==> config.mk <==
export PLATFORM = sky130hd
export DESIGN_NAME = vga_timing_gen
export DESIGN_NICKNAME = d
export VERILOG_FILES = /design/src/rtl/vga_timing_gen.sv
export SDC_FILE = /design/constraint.sdc
export NUM_CORES = 1
export LEC_CHECK = 0
export ABC_AREA = 1
export CAP_MARGIN = 20
export CORE_AREA = 2 2 64 66
export DETAILED_ROUTE_END_ITERATION = 8
export DIE_AREA = 0 0 66 68
export PLACE_DENSITY = 0.68
export SLEW_MARGIN = 20
export SYNTH_ARGS = -nofsm -noshare
export SYNTH_HDL_FRONTEND = slang
export SYNTH_SLANG_ARGS = --single-unit
==> constraint.sdc <==
create_clock -name vga_clk -period 2.4 [get_ports vga_clk]
set_clock_uncertainty 0.05 [all_clocks]
set_input_delay 0.6 -clock vga_clk [delete_from_list [all_inputs] [get_ports vga_clk]]
set_output_delay 0.6 -clock vga_clk [all_outputs]
set_load 0.005 [all_outputs]
==> src/rtl/vga_timing_gen.sv <==
// vga_timing_gen: pixel/line counters with registered sync, blank and wrap pulses.
// Define VGA_FRAME_COUNT_EN to add the 16-bit frame_cnt output.
module vga_timing_gen #(
  parameter int unsigned H_ACTIVE = 640,
  parameter int unsigned H_FP     = 16,
  parameter int unsigned H_SYNC   = 96,
  parameter int unsigned H_BP     = 48,
  parameter int unsigned V_ACTIVE = 480,
  parameter int unsigned V_FP     = 10,
  parameter int unsigned V_SYNC   = 2,
  parameter int unsigned V_BP     = 33
) (
  input  logic        vga_clk,
  input  logic        reset,
  input  logic        pix_ce,
  output logic [9:0]  DrawX,
  output logic [9:0]  DrawY,
  output logic        hs,
  output logic        vs,
  output logic        blank,
  output logic        sync,
  output logic        frame_start,
  output logic        line_start
`ifdef VGA_FRAME_COUNT_EN
  ,
  output logic [15:0] frame_cnt
`endif
);

  localparam int unsigned CW      = 10;
  localparam int unsigned H_TOTAL = H_ACTIVE + H_FP + H_SYNC + H_BP;
  localparam int unsigned V_TOTAL = V_ACTIVE + V_FP + V_SYNC + V_BP;

  localparam logic [CW-1:0] H_LAST = CW'(H_TOTAL - 1);
  localparam logic [CW-1:0] V_LAST = CW'(V_TOTAL - 1);
  localparam logic [CW-1:0] H_VIS  = CW'(H_ACTIVE);
  localparam logic [CW-1:0] V_VIS  = CW'(V_ACTIVE);
  localparam logic [CW-1:0] HS_BEG = CW'(H_ACTIVE + H_FP);
  localparam logic [CW-1:0] HS_END = CW'(H_ACTIVE + H_FP + H_SYNC);
  localparam logic [CW-1:0] VS_BEG = CW'(V_ACTIVE + V_FP);
  localparam logic [CW-1:0] VS_END = CW'(V_ACTIVE + V_FP + V_SYNC);

  logic [CW-1:0] x_nxt;
  logic [CW-1:0] y_nxt;
  logic          x_wrap;
  logic          y_wrap;
  logic          hs_nxt;
  logic          vs_nxt;
  logic          blank_nxt;
  logic          ls_nxt;
  logic          fs_nxt;

  assign sync = 1'b0;

  // Next counter values; sync/blank decode from the next values keeps them aligned with DrawX/DrawY.
  always_comb begin
    x_nxt     = DrawX;
    y_nxt     = DrawY;
    x_wrap    = (DrawX == H_LAST);
    y_wrap    = (DrawY == V_LAST);
    ls_nxt    = 1'b0;
    fs_nxt    = 1'b0;
    if (pix_ce) begin
      if (x_wrap) begin
        x_nxt  = '0;
        ls_nxt = 1'b1;
        if (y_wrap) begin
          y_nxt  = '0;
          fs_nxt = 1'b1;
        end else begin
          y_nxt = DrawY + CW'(1);
        end
      end else begin
        x_nxt = DrawX + CW'(1);
      end
    end
    hs_nxt    = !((x_nxt >= HS_BEG) && (x_nxt < HS_END));
    vs_nxt    = !((y_nxt >= VS_BEG) && (y_nxt < VS_END));
    blank_nxt = (x_nxt < H_VIS) && (y_nxt < V_VIS);
  end

  always_ff @(posedge vga_clk) begin
    if (reset) begin
      DrawX       <= '0;
      DrawY       <= '0;
      hs          <= 1'b1;
      vs          <= 1'b1;
      blank       <= 1'b1;
      frame_start <= 1'b0;
      line_start  <= 1'b0;
    end else begin
      DrawX       <= x_nxt;
      DrawY       <= y_nxt;
      hs          <= hs_nxt;
      vs          <= vs_nxt;
      blank       <= blank_nxt;
      frame_start <= fs_nxt;
      line_start  <= ls_nxt;
    end
  end

`ifdef VGA_FRAME_COUNT_EN
  // Counts frame_start pulses; the edge following each pulse bumps the count.
  always_ff @(posedge vga_clk) begin
    if (reset) begin
      frame_cnt <= '0;
    end else if (frame_start) begin
      frame_cnt <= frame_cnt + 16'd1;
    end
  end
`endif

endmodule

# Yosys cells after proc, flatten, opt, wreduce, memory -nomap -nowiden
# Index checks and enable logic that the tools add are counted.
totals:
  ff_bits: 25
  elab_cells: 33
  output_inout_bits: 26
  input_bits: 3
op_classes:
  bitwise: 2
  eq_ne: 2
  n_addsub: 2
  magnitude_cmp: 6
  n_reduce_logical: 7
  muxes: 7
ops:
  columns: ["cell", "count"]
  rows:
  - ["10-bit two-way mux", 5]
  - ["10-bit by 1-bit adder with 10-bit output, second input constant", 2]
  - ["10-bit == test, second input constant", 2]
  - ["10-bit less-than comparator, second input constant", 2]
  - ["10-bit by 9-bit less-than comparator with 1-bit output, second input constant", 2]
  - ["10-bit greater-or-equal comparator, second input constant", 1]
  - ["10-bit by 9-bit greater-or-equal comparator with 1-bit output, second input constant", 1]
  - ["1-bit logical AND", 3]
  - ["3-bit OR reduction", 1]
  - ["1-bit zero test", 2]
  - ["1-bit two-way mux", 2]
  - ["1-bit NOT", 2]
  - ["2-bit OR reduction", 1]

# Depth between registers and ports, before layout
depth:
  depth_word: 7
  mapped_depth: 12
  mapped_depth_nobuf: 12

# Worst setup path before layout
# Ideal clock, no wire load.
synth_timing:
  path_type: "input -> register"
  from: "input pix_ce"
  to: "register hs"
  cell_stages: 10
  required_time_ps: 2209
  setup_time_ps: 141
  path_slack_ps: 717
  arrival_time_ps: 1492
  n_path_buf: 1
  path_cell_list: "buf_2 -> nand2_1 -> nor2_1 -> nand4_1 -> nand2_1 -> nor2_1 -> inv_1 -> nor2_1 -> a21oi_1 -> nand4_1"
synth_via:
  elab_chain_len: 4
  elab_cells_between_ends: 5
  classes_between: "order compare (2); mux (1); reduce/logical (2)"
synth_lines:
  columns: ["element", "line_no", "rtl"]
  rows:
  - ["from (decl)", "15", "input logic pix_ce,"]
  - ["10-bit two-way mux (*)", "63", "if (pix_ce) begin"]
  - ["10-bit greater-or-equal comparator or 10-bit less-than comparator (tied branches)", "77", "hs_nxt = !((x_nxt >= HS_BEG) && (x_nxt < HS_END));"]
  - ["1-bit logical AND (*)", "77", null]
  - ["1-bit zero test (*)", "77", null]
  - ["to (signal assigned)", "94", "hs <= hs_nxt;"]
  - ["to (decl)", "18", "output logic hs,"]
# Every way passes the cells marked *; elsewhere a longest branch is shown, timed or not.
# A chain may end at the register's enable or synchronous reset.

# Worst setup path after layout
layout_timing:
  from: "input pix_ce"
  to: "register vs"
layout_via:
  elab_chain_len: 4
  elab_cells_between_ends: 5
  classes_between: "order compare (2); mux (1); reduce/logical (2)"
layout_lines:
  columns: ["element", "line_no", "rtl"]
  rows:
  - ["10-bit two-way mux (*)", "63", null]
  - ["10-bit by 9-bit greater-or-equal comparator with 1-bit output or 10-bit by 9-bit less-than comparator with 1-bit output (tied branches)", "78", "vs_nxt = !((y_nxt >= VS_BEG) && (y_nxt < VS_END));"]
  - ["1-bit logical AND (*)", "78", null]
  - ["1-bit zero test (*)", "78", null]
  - ["to (signal assigned)", "95", "vs <= vs_nxt;"]
  - ["to (decl)", "19", "output logic vs,"]
# Marked as above.

==> run metrics <==
status=complete, no violations; clk slew on worst S/H paths=roughly 90 ps; fin crit share=88.4%; total power=0.713 mW; number of antenna diodes=0; Yosys cell types=32; Num Clock Sinks=25; largest area contributor in the netlist=dfxtp_1; Worst Path Max Fanout=9; VDD IR-drop max=0.223 mV; register bit total from synthesis=25; Net Sw Frac=22.8%; Initial Utilization=37.3%; Post-synth EDFFs=0; Mapped Cells=211; DRC viols=0; min-delay worst type=reg -> reg; Internal Power=0.551 mW; TritonCTS buffer count=3; clock network power share=a little over a third; Final nets=about 250; initial antenna violation count=0; top-area cell type share of the netlist area=34.8%; Cell Area, Synth=1440 µm²; asr flop ratio synth=0%; Post-Syn Nets=roughly 220; crit path time final=2120 ps; core area=3860 µm²; PortBufs=27; Req. time, crit path=2510 ps; Syn. warnings=0; Final GP Congestion=0.833; largest net degree at the start of global routing=19; final hold violation count=0; gr usage total=15.6%; top-level I/O count=29; register area=between 500 and 600 µm²; total gr overflow=0; CTS Hold Bufs=0; unrepaired setup endpoints after global routing=false; Worst Path Arrival=2230 ps; Static Leakage=0.759 nW; crit end category=flip-flop; Max clock buf depth=2; Post-synth top flop=dfxtp_1; # fillers=416; Initial DRT Pass Iterations=4; max-slew violations=0; DP HPWL=2.52 mm; CP startpoint kind=primary input; ANT nets after route=0; postcts setup bufs=0; critical-path cell list=clkdlybuf4s50_1 > nand2_1 > nor2_1 > inv_1 > nor2_1 > nand3_1 > nand2_1 > nand2_1 > inv_1 > nand4_2 > inv_1 > nand3b_1; final setup vio count=0; layout cell share with drive strength beyond 1=12.0%; CTS resizes=0; die area=4490 µm²; Root Buffer=clkbuf_8; Max stage delay cell, worst path=clkdlybuf4s50_1; drt total wl=3.29 mm; CTS H-tree depth=1; Max Freq=471 MHz; share of power burned in registers=between 50% and 60%; Rows=23; initial DRC count=54; DIE WIDTH=66 µm; global-route wire length before repair=5.43 mm; Max Cap Viol=0; Net Switching=0.162 mW; most frequent cells in the layout=54 x nand2_1, 27 x inv_1, 27 x clkdlybuf4s50_1; Area Growth Syn to Fin=26.9%; top cells by area, synth=dfxtp_1 35%, nand2_1 14%, inv_1 7.0%; Cell Pwr Density=approximately 390 nW/µm²; routed len/inst=about 11 µm; Worst path max stage delay=between 600 and 700 ps; Skew-Pair Late Insertion Delay=270 ps; Mapped Avg Cell Area=6.83 µm²; register area share after synthesis=34.8%; Die Y-Extent=68 µm; vias in the first global route=around 1200; combinational fraction of design power=4.7%; Via-to-Cell Ratio=4.78; multi-input logic area=a little over 800 µm²; TritonCTS clock tree=done; most common cell after layout, fill and taps aside=nand2_1; vias=1396; CP Class=in -> reg; final std cells w/o fill=a little under 300; Placed Cells=288
-- critical path: cells and delay by family --
| kind | cells | cell delay [ps] |
|---|---|---|
| simple gates | 8 | 830 |
| buf+inv | 4 | 800 |
-- worst paths after layout --
path                         end                 from  depth (start not counted)  slack, ps
max                vs$_SDFF_PP1_               pix_ce                         12        280
min          DrawX[1]$_SDFF_PP0_  DrawX[1]$_SDFF_PP0_                          2        470
min reg2reg  DrawX[1]$_SDFF_PP0_  DrawX[1]$_SDFF_PP0_                          2        470
max reg2reg        vs$_SDFF_PP1_  DrawX[0]$_SDFF_PP0_                          9        520
-- synthesized netlist by cell type (2+ instances only) --
master	n
nand4_1	10
nor2_4	2
nand3_2	2
a21oi_1	9
nor2_1	25
dfxtp_1	25
nand2_2	4
nor3_1	4
xor2_1	2
o21ai_0	2
nor2_2	6
ha_1	3
nand3_1	18
clkbuf_1	2
inv_1	27
nand2_1	54
-- layout make-up --
class	count	area share (%)
clock buffer	4	2.46
inverter	28	5.75
multi-input combinational	154	44.6
sequential	25	27.4
tap	50	3.42
timing repair buffer	31	16.4
-- metal layers --
metal / vias up / share of wire, % / track usage (%)
met1: 621 / 51 / 21.7
met2: 30 / 44 / 24.4
met5: - / 0 / 0
met4: 0 / 1.5 / 6.63
met3: 4 / 3.8 / 2.14
li1: 741 / - / -
-- registers in the layout, summed over array words and instances, names as in the netlist --
name         count
blank            1
line_start       1
frame_start      1
DrawY           10
hs               1
DrawX           10
vs               1
-- kinds of logic after synthesis --
kind of cell	share of synthesized area [%]
and+or+nand+nor	44.3
buffers and inverters	8.69
DFF	34.8
AOI/OAI and AO/OA	7.56
xor gates and xnor gates	1.82
adders and majority gates	2.61
other	0.260
-- stage by stage --
stage	utilization (%)	instance area (µm²)	setup TNS, ps	hold WS (ps)	worst slack [ps]
floorplan	-	1440	0	440	717
global placement	46.2	1780	0	444	24.3
detailed placement	46.2	1780	-31.3	445	-19.4
CTS	47.4	1830	0	461	265
global route	47.4	1830	0	497	71.1
finish	47.4	1830	0	467	278
-- power by group through the flow --
stage / clock network [mW] / logic [mW] / registers (mW)
after detailed placement: 0 / 0.0333 / 0.431
after floorplan: 0 / 0.0178 / 0.430
after CTS: 0.266 / 0.0335 / 0.421
after global placement: 0 / 0.0332 / 0.431
final: 0.259 / 0.0335 / 0.421
after global routing: 0.277 / 0.0367 / 0.421
Power figures use the tool's default switching activity.
